--- config.mk ---
export PLATFORM = sky130hd
export DESIGN_NAME = mdu_iterative_flat
export DESIGN_NICKNAME = d
export VERILOG_FILES = /design/src/rtl/mdu_if.sv /design/src/rtl/mdu_iterative.sv /design/src/flat_wrapper.sv
export SDC_FILE = /design/constraint.sdc
export NUM_CORES = 1
export LEC_CHECK = 0
export ABC_AREA = 1
export BUFFER_PORTS_ARGS = -buffer_cell sky130_fd_sc_hd__buf_4
export CORE_UTILIZATION = 25
export DETAILED_ROUTE_END_ITERATION = 8
export PLACE_DENSITY_LB_ADDON = 0.2
export SETUP_SLACK_MARGIN = 0.5
export SLEW_MARGIN = 20
export SYNTH_ARGS = -nofsm -noshare
export SYNTH_HDL_FRONTEND = slang
export SYNTH_SLANG_ARGS = --single-unit
--- constraint.sdc ---
create_clock -name clk -period 5.5 [get_ports clk]
set_clock_uncertainty 0.1 [all_clocks]
set_input_delay 0.825 -clock clk [delete_from_list [all_inputs] [get_ports clk]]
set_output_delay 0.825 -clock clk [all_outputs]
set_load 0.02 [all_outputs]
--- src/rtl/mdu_if.sv ---
// Execute-stage handshake between the issue logic and the iterative multiply/divide unit.
interface mdu_if #(
    parameter int DATA_W = 16
);
    logic              start;
    logic [1:0]        op;
    logic [DATA_W-1:0] operand_a;
    logic [DATA_W-1:0] operand_b;
    logic [4:0]        dest_in;
    logic              kill;
    logic              busy;
    logic              done;
    logic [DATA_W-1:0] result;
    logic [4:0]        dest_out;

    modport master (
        output start, op, operand_a, operand_b, dest_in, kill,
        input  busy, done, result, dest_out
    );

    modport slave (
        input  start, op, operand_a, operand_b, dest_in, kill,
        output busy, done, result, dest_out
    );
endinterface

--- src/rtl/mdu_iterative.sv ---
// Iterative unsigned multiply (shift-add) / divide (restoring) unit, one bit per cycle.
// Result and destination feed the register-file write port; busy stalls the pipeline.
module mdu_iterative #(
    parameter int DATA_W = 16
) (
    input  logic  clk,
    input  logic  arst_n,
    mdu_if.slave  bus
);
    localparam int CNT_W = (DATA_W > 2) ? $clog2(DATA_W) : 1;
    localparam logic [CNT_W-1:0] LAST = CNT_W'(DATA_W - 1);

    typedef enum logic [1:0] {IDLE, RUN, DONE} state_t;

    state_t            state;
    logic [CNT_W-1:0]  cnt;
    logic [1:0]        op_q;
    logic [DATA_W-1:0] opnd_q;
    logic [DATA_W-1:0] acc_hi;
    logic [DATA_W-1:0] acc_lo;
    logic [4:0]        dest_q;
    logic              busy_q;
    logic              done_q;
    logic [DATA_W-1:0] result_q;
    logic [4:0]        dest_out_q;

    logic [DATA_W:0]   add_sum;
    logic [DATA_W:0]   rem_sh;
    logic [DATA_W+1:0] trial;
    logic [DATA_W-1:0] hi_nxt;
    logic [DATA_W-1:0] lo_nxt;
    logic              unused_trial_bit;

    // Low-half ops read the lower accumulator (product low / quotient),
    // high-half ops the upper one (product high / remainder).
    function automatic logic [DATA_W-1:0] sel_result(
        input logic [1:0]        op,
        input logic [DATA_W-1:0] hi,
        input logic [DATA_W-1:0] lo
    );
        return op[0] ? hi : lo;
    endfunction

    // acc_hi:acc_lo is the product register for multiply and remainder:quotient for divide.
    // opnd_q holds the multiplicand or the divisor depending on the operation.
    always_comb begin
        add_sum = {1'b0, acc_hi} + (acc_lo[0] ? {1'b0, opnd_q} : {(DATA_W+1){1'b0}});
        rem_sh  = {acc_hi, acc_lo[DATA_W-1]};
        trial   = {1'b0, rem_sh} - {2'b00, opnd_q};
        hi_nxt  = acc_hi;
        lo_nxt  = acc_lo;
        if (op_q[1]) begin
            if (!trial[DATA_W+1]) begin
                hi_nxt = trial[DATA_W-1:0];
                lo_nxt = {acc_lo[DATA_W-2:0], 1'b1};
            end else begin
                hi_nxt = rem_sh[DATA_W-1:0];
                lo_nxt = {acc_lo[DATA_W-2:0], 1'b0};
            end
        end else begin
            hi_nxt = add_sum[DATA_W:1];
            lo_nxt = {add_sum[0], acc_lo[DATA_W-1:1]};
        end
    end

    // A kept trial difference is always below the divisor, so its bit DATA_W is zero.
    assign unused_trial_bit = trial[DATA_W];

    always_ff @(posedge clk or negedge arst_n) begin
        if (!arst_n) begin
            state      <= IDLE;
            cnt        <= '0;
            op_q       <= '0;
            opnd_q     <= '0;
            acc_hi     <= '0;
            acc_lo     <= '0;
            dest_q     <= '0;
            busy_q     <= 1'b0;
            done_q     <= 1'b0;
            result_q   <= '0;
            dest_out_q <= '0;
        end else begin
            case (state)
                IDLE: begin
                    if (bus.start && !bus.kill) begin
                        state  <= RUN;
                        busy_q <= 1'b1;
                        cnt    <= '0;
                        op_q   <= bus.op;
                        opnd_q <= bus.op[1] ? bus.operand_b : bus.operand_a;
                        acc_hi <= '0;
                        acc_lo <= bus.op[1] ? bus.operand_a : bus.operand_b;
                        dest_q <= bus.dest_in;
                    end
                end
                RUN: begin
                    if (bus.kill) begin
                        state  <= IDLE;
                        busy_q <= 1'b0;
                    end else begin
                        acc_hi <= hi_nxt;
                        acc_lo <= lo_nxt;
                        cnt    <= cnt + 1'b1;
                        if (cnt == LAST) begin
                            state      <= DONE;
                            done_q     <= 1'b1;
                            result_q   <= sel_result(op_q, hi_nxt, lo_nxt);
                            dest_out_q <= dest_q;
                        end
                    end
                end
                DONE: begin
                    state  <= IDLE;
                    busy_q <= 1'b0;
                    done_q <= 1'b0;
                end
                default: begin
                    state  <= IDLE;
                    busy_q <= 1'b0;
                    done_q <= 1'b0;
                end
            endcase
        end
    end

    assign bus.busy     = busy_q;
    assign bus.done     = done_q;
    assign bus.result   = result_q;
    assign bus.dest_out = dest_out_q;
endmodule

--- src/flat_wrapper.sv ---
// flat-port wrapper written by rule: the top's interface ports become plain ports
module mdu_iterative_flat 
#(
    parameter int DATA_W = 16
)
  (clk, arst_n, bus_start, bus_op, bus_operand_a, bus_operand_b, bus_dest_in, bus_kill, bus_busy, bus_done, bus_result, bus_dest_out);
  mdu_if #(.DATA_W(DATA_W)) bus_i ();
  input  logic clk;
  input  logic arst_n;
  input wire logic [$bits(bus_i.start)-1:0] bus_start;
  input wire logic [$bits(bus_i.op)-1:0] bus_op;
  input wire logic [$bits(bus_i.operand_a)-1:0] bus_operand_a;
  input wire logic [$bits(bus_i.operand_b)-1:0] bus_operand_b;
  input wire logic [$bits(bus_i.dest_in)-1:0] bus_dest_in;
  input wire logic [$bits(bus_i.kill)-1:0] bus_kill;
  output wire logic [$bits(bus_i.busy)-1:0] bus_busy;
  output wire logic [$bits(bus_i.done)-1:0] bus_done;
  output wire logic [$bits(bus_i.result)-1:0] bus_result;
  output wire logic [$bits(bus_i.dest_out)-1:0] bus_dest_out;
  assign bus_i.start = bus_start;
  assign bus_i.op = bus_op;
  assign bus_i.operand_a = bus_operand_a;
  assign bus_i.operand_b = bus_operand_b;
  assign bus_i.dest_in = bus_dest_in;
  assign bus_i.kill = bus_kill;
  assign bus_busy = bus_i.busy;
  assign bus_done = bus_i.done;
  assign bus_result = bus_i.result;
  assign bus_dest_out = bus_i.dest_out;
  mdu_iterative #(.DATA_W(DATA_W)) u_core (.clk(clk), .arst_n(arst_n), .bus(bus_i));
endmodule
---- Word level (Yosys, flattened, before mapping) ----
Index checks and enable logic that the tools add are counted.
Widths: inputs -> output; s select.
operators by class
  add/subtract/negate cells ............... 3
  equality and inequality tests ........... 7
  multiplexer cells ....................... 27
  bitwise operators ....................... 2
  reduce and logical (&&, ||, !) cells .... 10
operators with widths
  kind                 count
  $mux 16              11
  $pmux 16 s2          2
  $sub 17x16->18       1
  $add 16x17->17       1
  $reduce_and 3->1     3
  $mux 4               2
  $pmux 4 s2           1
  $mux 2               3
  $reduce_and 2->1     3
  $mux 1               5
  $add 4x1->4 const B  1
  $eq 4x4->1 const B   1
  $ne 2x1->1 const B   2
  $ne 2x2->1 const B   2
  $pmux 1 s2           2
  $pmux 2 s2           1
  $ne 3x2->1 const B   1
  $eq 2x1->1 const B   1
  $logic_not 2->1      1
  $not 1->1            2
  $reduce_bool 2->1    1
  $logic_and 1x1->1    1
  $logic_not 1->1      1
word-level totals
  register bits ........................... 84
  bits of input ports ..................... 43
  output and inout bits ................... 23
  logic and storage cells ................. 60

---- Longest topological paths before layout ----
Gate-level depths: netlist (run 1).
  depth after elaboration ................. 5
  mapped depth ............................ 17
  depth with buffers taken out ............ 15

---- Least setup slack after synthesis (run 1) ----
OpenSTA, ideal clock, no wires.
  kind .................................... register -> register
  start ................................... register u_core.acc_lo[0]
  end ..................................... register u_core.result_q[14], in the netlist u_core.bus.result[14]
  library setup time ...................... 0.117 ns
  data arrival time ....................... 1.973 ns
  data required time ...................... 5.283 ns
  path slack .............................. 3.311 ns
  cell stages (with the launch flop) ...... 16
  path buffers ............................ 2
  path through ............................ dfrtp_1 > clkbuf_1 > clkbuf_1 > nand2_1 > inv_1 > ha_1 > nand2_1 > inv_1 > a21oi_1 > nand2_1 > nand2_1 > nand3_1 > nand3_1 > nand4_1 > nand2_1 > nand2_1
between the ends
  word-level cells in the longest chain between the ends .. 4
RTL lines
  item                    line                  RTL
  start, declared         mdu_iterative.sv:20   logic [DATA_W-1:0] acc_lo;
  start signal, assigned  mdu_iterative.sv:92   acc_lo <= bus.op[1] ? bus.operand_a : bus.operand_b;
  start signal, assigned  mdu_iterative.sv:102  acc_lo <= lo_nxt;
  $mux 16                 mdu_iterative.sv:47   add_sum = {1'b0, acc_hi} + (acc_lo[0] ? {1'b0, opnd_q} : {(DATA_W+1){1'b0}});
  $add 16x17->17          mdu_iterative.sv:47
  $mux 16                 mdu_iterative.sv:52   if (op_q[1]) begin
  $mux 16                 mdu_iterative.sv:41   return op[0] ? hi : lo;
  end signal, assigned    mdu_iterative.sv:107  result_q <= sel_result(op_q, hi_nxt, lo_nxt);
  end, declared           mdu_iterative.sv:24   logic [DATA_W-1:0] result_q;
No other way between the ends.
A chain may end at the register's enable or synchronous reset.

---- Worst setup path in the final report (run 1) ----
  start ................................... register u_core.state[1]
  end ..................................... register u_core.result_q[15], in the netlist u_core.bus.result[15]
between the ends
  word-level cells in the longest chain between the ends .. 2
RTL lines
  item                        line                 RTL
  start, declared             mdu_iterative.sv:15  state_t state;
  start signal, assigned      mdu_iterative.sv:71  state <= IDLE;
  start signal, assigned      mdu_iterative.sv:86  state <= RUN;
  start signal, assigned      mdu_iterative.sv:98  state <= IDLE;
  $eq 2x1->1                  mdu_iterative.sv:83  case (state)
  $reduce_and 3->1 (no line)  -
No other way between the ends.

==> results of run 1 <==
tightest hold or removal path: cells and delay by family, from the launching register on:
family	cells	cell delay (ps)
flip-flops	1	340
AND/OR/NAND/NOR	2	90
cell families (layout without fill, tap and decap cells):
| group | count (synthesis) | count (layout) | synth area share (%) |
|---|---|---|---|
| AOI/OAI and AO/OA | 126 | 126 | 10.8 |
| xor gates and xnor gates | 10 | 10 | 1.34 |
| adders and majority gates | 35 | 35 | 6.92 |
| buffers and inverters | 178 | 222 | 11.0 |
| DFF | 84 | 84 | 32.1 |
| and+or+nand+nor | 586 | 586 | 37.8 |
final timing paths:
| check | start | to | slack [ps] | cells past startpoint |
|---|---|---|---|---|
| setup / recovery | u_core.state[1]$_DFFE_PN0P_ | u_core.bus.result[15]$_DFFE_PN0P_ | 2370 | 7 |
| setup reg to reg | u_core.state[1]$_DFFE_PN0P_ | u_core.bus.result[15]$_DFFE_PN0P_ | 2370 | 7 |
| hold / removal | u_core.dest_q[3]$_DFFE_PN0P_ | u_core.bus.dest_out[3]$_DFFE_PN0P_ | 370 | 2 |
| min in group asynchronous | arst_n | u_core.op_q[1]$_DFFE_PN0P_ | 400 | 1 |
| max in group asynchronous | arst_n | u_core.acc_hi[2]$_DFFE_PN0P_ | 3860 | 2 |
| hold reg to reg | u_core.dest_q[3]$_DFFE_PN0P_ | u_core.bus.dest_out[3]$_DFFE_PN0P_ | 370 | 2 |
where the power goes:
group / total [mW] / leakage [nW] / internal (mW) / switching [mW]
Clock: 0.586 / 0.125 / 0.310 / 0.277
Sequential: 1.06 / 1.08 / 0.820 / 0.240
Combinational: 2.47 / 2.98 / 0.786 / 1.68
flip-flops by register name, indices dropped and copies added (netlist names):
register             cells
u_core.acc_hi           16
u_core.acc_lo           16
u_core.bus.result       16
u_core.opnd_q           16
u_core.bus.dest_out      5
u_core.dest_q            5
u_core.cnt               4
u_core.op_q              2
u_core.state             2
u_core.bus.busy          1
u_core.bus.done          1
layout make-up:
cell class	count	area, um2
inverter	139	524
tap	330	413
timing repair buffer	67	503
clock inverter	6	48.8
multi-input combinational	757	3720
fill	2898	17900
clock buffer	10	229
sequential	84	2100
per-layer routing:
| metal | vias up | part of all wire [%] |
|---|---|---|
| met4 | 0 | 0.70 |
| met1 | 3013 | 50 |
| li1 | 3323 | - |
| met5 | - | 0 |
| met2 | 151 | 45 |
| met3 | 12 | 4.3 |
metrics by stage:
stage	setup slack, ps	total power [mW]	utilization [%]	instances
finish	2370	4.12	29.7	1393
global route	2130	4.52	29.7	1393
CTS	2340	4.15	29.7	1393
detailed placement	2360	3.55	28.6	1377
global placement	2310	3.55	28.6	1377
floorplan	3310	2.80	-	1019
Yosys cell counts (3+ instances only):
cell	number
a31oi_1	15
dfrtp_1	84
inv_1	134
ha_1	33
a21oi_1	33
o211ai_1	8
inv_2	3
nand3b_1	4
nor3_1	6
nor2_1	69
o21ai_0	33
buf_6	4
xor2_1	6
clkbuf_1	22
nand2_1	386
nand3_1	85
buf_2	9
o21ai_1	27
a21oi_2	4
nand4_1	19
xnor2_1	4
and2_1	4
nor2_4	3
==> run_results.csv, run 1 <==
group,metric,value,unit
sta,setup_tns,0,ps
global_route,grt_max_degree,50,
sta,drv_slew,0,
worst_setup_path,crit_type,"reg -> reg",
detailed_routing,drc,0,
yosys,synth_edf_count,0,
global_route,gr-usage-met1,24.9,%
job,drv_cap,0,
yosys,synth_area_leaders,"dfrtp_1 32%, nand2_1 22%, inv_1 7.7%",
yosys,synthCells,1019,
sta,worst_pin_slew,924,ps
worst_setup_path,cp_slowest_stage_delay,620,ps
final_layout,syn_to_final_growth,15.3,%
clock_tree,numCtsBuffers,9,
global_route,grt_pass1_vias,6343,
detailed_routing,first_pass_iters,5,
yosys,synth_area_leader_cell,"dfrtp_1",
placed_design,placed_area,7260,um2
sta,hold_ws,368,ps
detailed_routing,via_per_inst,4.67,
clock_tree,path_clk_slew,70,ps
power,ir_worst_vdd,0.000206,V
floorplanning,ios,66,
detailed_routing,wire_per_inst,16.0,um
sta,post-route-period-util,56.9,%
worst_setup_path,critPathBufInv,1,
final_layout,finalInstanceArea,7540,um2
yosys,ys_ff_latch,84,
detailed_routing,drt-initial-drc-count,429,
floorplanning,start_util,25.8,%
global_route,grt_first_pass_wirelength,35300,um
yosys,synth_top_area_share,32.1,%
worst_setup_path,start_kind,"flop",
clock_tree,cts_hold_buf,0,
detailed_routing,ant_nets,0,
worst_hold_path,hold_class,"reg -> reg",
clock_tree,cts.path.max_buffers,2,
global_route,grt_use_met2,28.2,%
placed_design,gp_congestion,0.900,
worst_setup_path,worstPathCellList,"nor2_4 -> inv_2 -> nor2_4 -> nand2_2 -> a31oi_1 -> nand2_1 -> nand2_1",
yosys,yosys_warnings,0,
yosys,synthArstFlopShare,100,%
global_route,antenna_found_initial,1,
outcome,outcome,"completed",
sta,hold_viol,0,
global_route,gr-usage-met3,2.60,%
sta,finalSetupViolations,0,
final_layout,drive_gt1_share,9.69,%
floorplanning,fp.dieH,164,um
power,leakage,4.18,nW
yosys,ys_types,40,
sta,period_minus_slack,3130,ps
detailed_routing,route.vias.total,6499,
floorplanning,num_rows,58,
clock_tree,cts_root_buffer,"clkbuf_16",
clock_tree,cts_resized,0,
final_layout,nets,1136,
yosys,syn-cell-area,6540,um2
placed_design,portBuffers,65,
floorplanning,core_area,25400,um2
sta,slew_headroom,38.4,%
worst_setup_path,cp_slowest_cell,"nand2_2",
yosys,syn_avg_cell_area,6.42,um2
worst_setup_path,cp.required,5690,ps
yosys,synth-main-ff-cell,"dfrtp_1",
sta,rsz0062_at_grt,"false",
detailed_routing,routed_wl,22300,um
clock_tree,tritoncts,"yes",
clock_tree,postCtsSetupBuffers,0,
worst_setup_path,end_kind,"flop",
yosys,ys_seq_area_share,32.1,%
final_layout,final_cell_mix,"386 x nand2_1, 134 x inv_1, 85 x nand3_1",
clock_tree,h-tree-depth,3,
floorplanning,die_width,164,um
floorplanning,die_area,26800,um2
global_route,overflow,0,
worst_setup_path,crit_fanout,40,
worst_setup_path,arrival,3320,ps
placed_design,dpl.hpwl,17400,um
clock_tree,clock-sinks,84,
worst_setup_path,path_delay_family,"simple AND/OR/NAND/NOR gates",
clock_tree,clk_latency,350,ps
power,p_per_area,546,nW/um2
final_layout,final_common_cell,"nand2_1",
yosys,syn_nets,1097,
sta,max_freq,319,MHz
global_route,top_usage_layer,"met2",
final_layout,n_antenna_cell,0,
global_route,track_usage,17.4,%
Power figures use the tool's default switching activity.
==> inputs of run 2 (changes only) <==
- clock period: 5.5 -> 2.9 ns (I/O delays scaled with it)
==> run_results.csv, run 2 (synthesis gave the netlist of run 1 again) <==
group,metric,value,unit
outcome,outcome,"completed",
worst_hold_path,hold_end,"u_core.dest_q[1]$_DFFE_PN0P_",
final_layout,syn_to_final_growth,24.5,%
global_route,grt_first_pass_wirelength,36100,um
worst_setup_path,r2r-start,"u_core.acc_lo[0]$_DFFE_PN0P_",
worst_setup_path,arrival,2440,ps
worst_setup_path,start_kind,"flop",
floorplanning,die_width,164,um
worst_setup_path,worst_r2r_path_depth,14,
clock_tree,path_clk_slew,70,ps
worst_setup_path,crit_type,"reg -> reg",
placed_design,dp.cells,1393,
clock_tree,h-tree-depth,3,
detailed_routing,route.vias.total,6646,
final_layout,nets,1162,
placed_design,gp_congestion,0.932,
final_layout,instances_no_fill,1418,
sta,worst_pin_slew,910,ps
worst_setup_path,crit_fanout,7,
clock_tree,cts_root_buffer,"clkbuf_16",
worst_hold_path,min_path_cells,3,
worst_setup_path,end_kind,"flop",
floorplanning,ios,66,
placed_design,dpl.hpwl,18200,um
sta,max_freq,435,MHz
floorplanning,die_area,26800,um2
detailed_routing,first_pass_iters,6,
sta,slew_headroom,39.3,%
sta,rsz0062_at_grt,"true",
detailed_routing,via_per_inst,4.69,
final_layout,final_cell_mix,"376 x nand2_1, 134 x inv_1, 89 x buf_4",
worst_setup_path,cp.required,3040,ps
job,drv_cap,0,
clock_tree,numCtsBuffers,9,
global_route,grt_max_degree,52,
worst_setup_path,r2r_end,"u_core.bus.result[14]$_DFFE_PN0P_",
final_layout,n_antenna_cell,0,
clock_tree,clock-sinks,84,
sta,drv_slew,0,
sta,hold_ws,191,ps
placed_design,portBuffers,65,
global_route,overflow,0,
floorplanning,core_area,25400,um2
final_layout,drive_gt1_share,16.9,%
floorplanning,num_rows,58,
power,leakage,4.28,nW
worst_setup_path,ff2ff_setup_slack,600,ps
global_route,antenna_found_initial,1,
final_layout,fill_cells,2863,
sta,hold_viol,0,
floorplanning,fp.dieH,164,um
final_layout,final_common_cell,"nand2_1",
sta,setup_tns,0,ps
clock_tree,tritoncts,"yes",
worst_hold_path,hold_class,"in -> reg",
sta,period_minus_slack,2300,ps
global_route,track_usage,17.9,%
worst_setup_path,crit_start,"u_core.acc_lo[0]$_DFFE_PN0P_",
power,p_per_area,1060,nW/um2
power,ir_worst_vdd,0.000353,V
global_route,grt_pass1_vias,6409,
detailed_routing,drc,0,
detailed_routing,routed_wl,23300,um
worst_hold_path,min_from,"bus_dest_in[1]",
sta,post-route-period-util,79.3,%
detailed_routing,ant_nets,0,
detailed_routing,drt-initial-drc-count,368,
clock_tree,clk_latency,350,ps
clock_tree,cts.path.max_buffers,2,
sta,finalSetupViolations,0,
floorplanning,start_util,25.8,%
detailed_routing,wire_per_inst,16.4,um
[run 2: per-layer routing]
layer / wire (um) / track usage [%]
met1: 11400 / 25.4
met2: 10600 / 28.7
met3: 958 / 2.30
met4: 373 / 4.08
met5: 0 / 0
[run 2: metrics by stage]
step           instance area [um2]  power (mW)  utilization [%]  setup slack [ps]
2_1_floorplan                 6540        5.32                -               711
3_5_place_dp                  7410        6.94             29.2              75.0
4_1_cts                       7790        8.11             30.7               503
6_report                      8140        8.60             32.1               599
5_1_grt                       8140        9.37             32.1               466
3_3_place_gp                  7410        6.97             29.2              81.7
[run 2: final cells by class]
| type | instances | area, um2 | share of cell area (%) |
|---|---|---|---|
| Clock buffer | 11 | 233 | 2.86 |
| Multi-Input combinational cell | 757 | 4100 | 50.3 |
| Timing Repair Buffer | 93 | 738 | 9.06 |
| Inverter | 139 | 524 | 6.44 |
| Tap cell | 330 | 413 | 5.07 |
| Sequential cell | 84 | 2110 | 25.9 |
| Clock inverter | 4 | 27.5 | 0.338 |
[run 2: repair_timing]
item,CTS,global route
endpoints found under the setup margin,33,33
endpoints found under the hold margin,33,0
setup buffers,6,3
cloned,0,0
hold buffers,1,0
pin swaps,3,5
gates resized for setup,17,62
[run 2: worst max path at each step]
stage                                              endpoint  slack [ps]  cells after the start
after floorplan           u_core.bus.result[14]$_DFFE_PN0P_         710                     15
after global placement    u_core.bus.result[13]$_DFFE_PN0P_          80                     14
after detailed placement  u_core.bus.result[13]$_DFFE_PN0P_          70                     14
after CTS                  u_core.bus.result[0]$_DFFE_PN0P_         500                     12
after global routing       u_core.bus.result[5]$_DFFE_PN0P_         470                     13
final                     u_core.bus.result[14]$_DFFE_PN0P_         600                     14
[run 2: critical path: stages (launching register included)]
cell	delay, ps
dfrtp_2	430
buf_4	190
nand2_1	70
inv_1	40
ha_2	380
nand2_1	120
nor3_2	160
and2_1	150
nand2_1	70
nand2_1	70
nand2_1	50
nand3_1	120
nand4_1	110
nand2_1	90
nand2_1	50
[run 2: power breakdown]
part           internal, mW  total, mW  switching (mW)
logic                  1.99       5.59            3.60
registers              1.56       1.94           0.376
clock network         0.577       1.07           0.496
total                  4.13       8.60            4.47
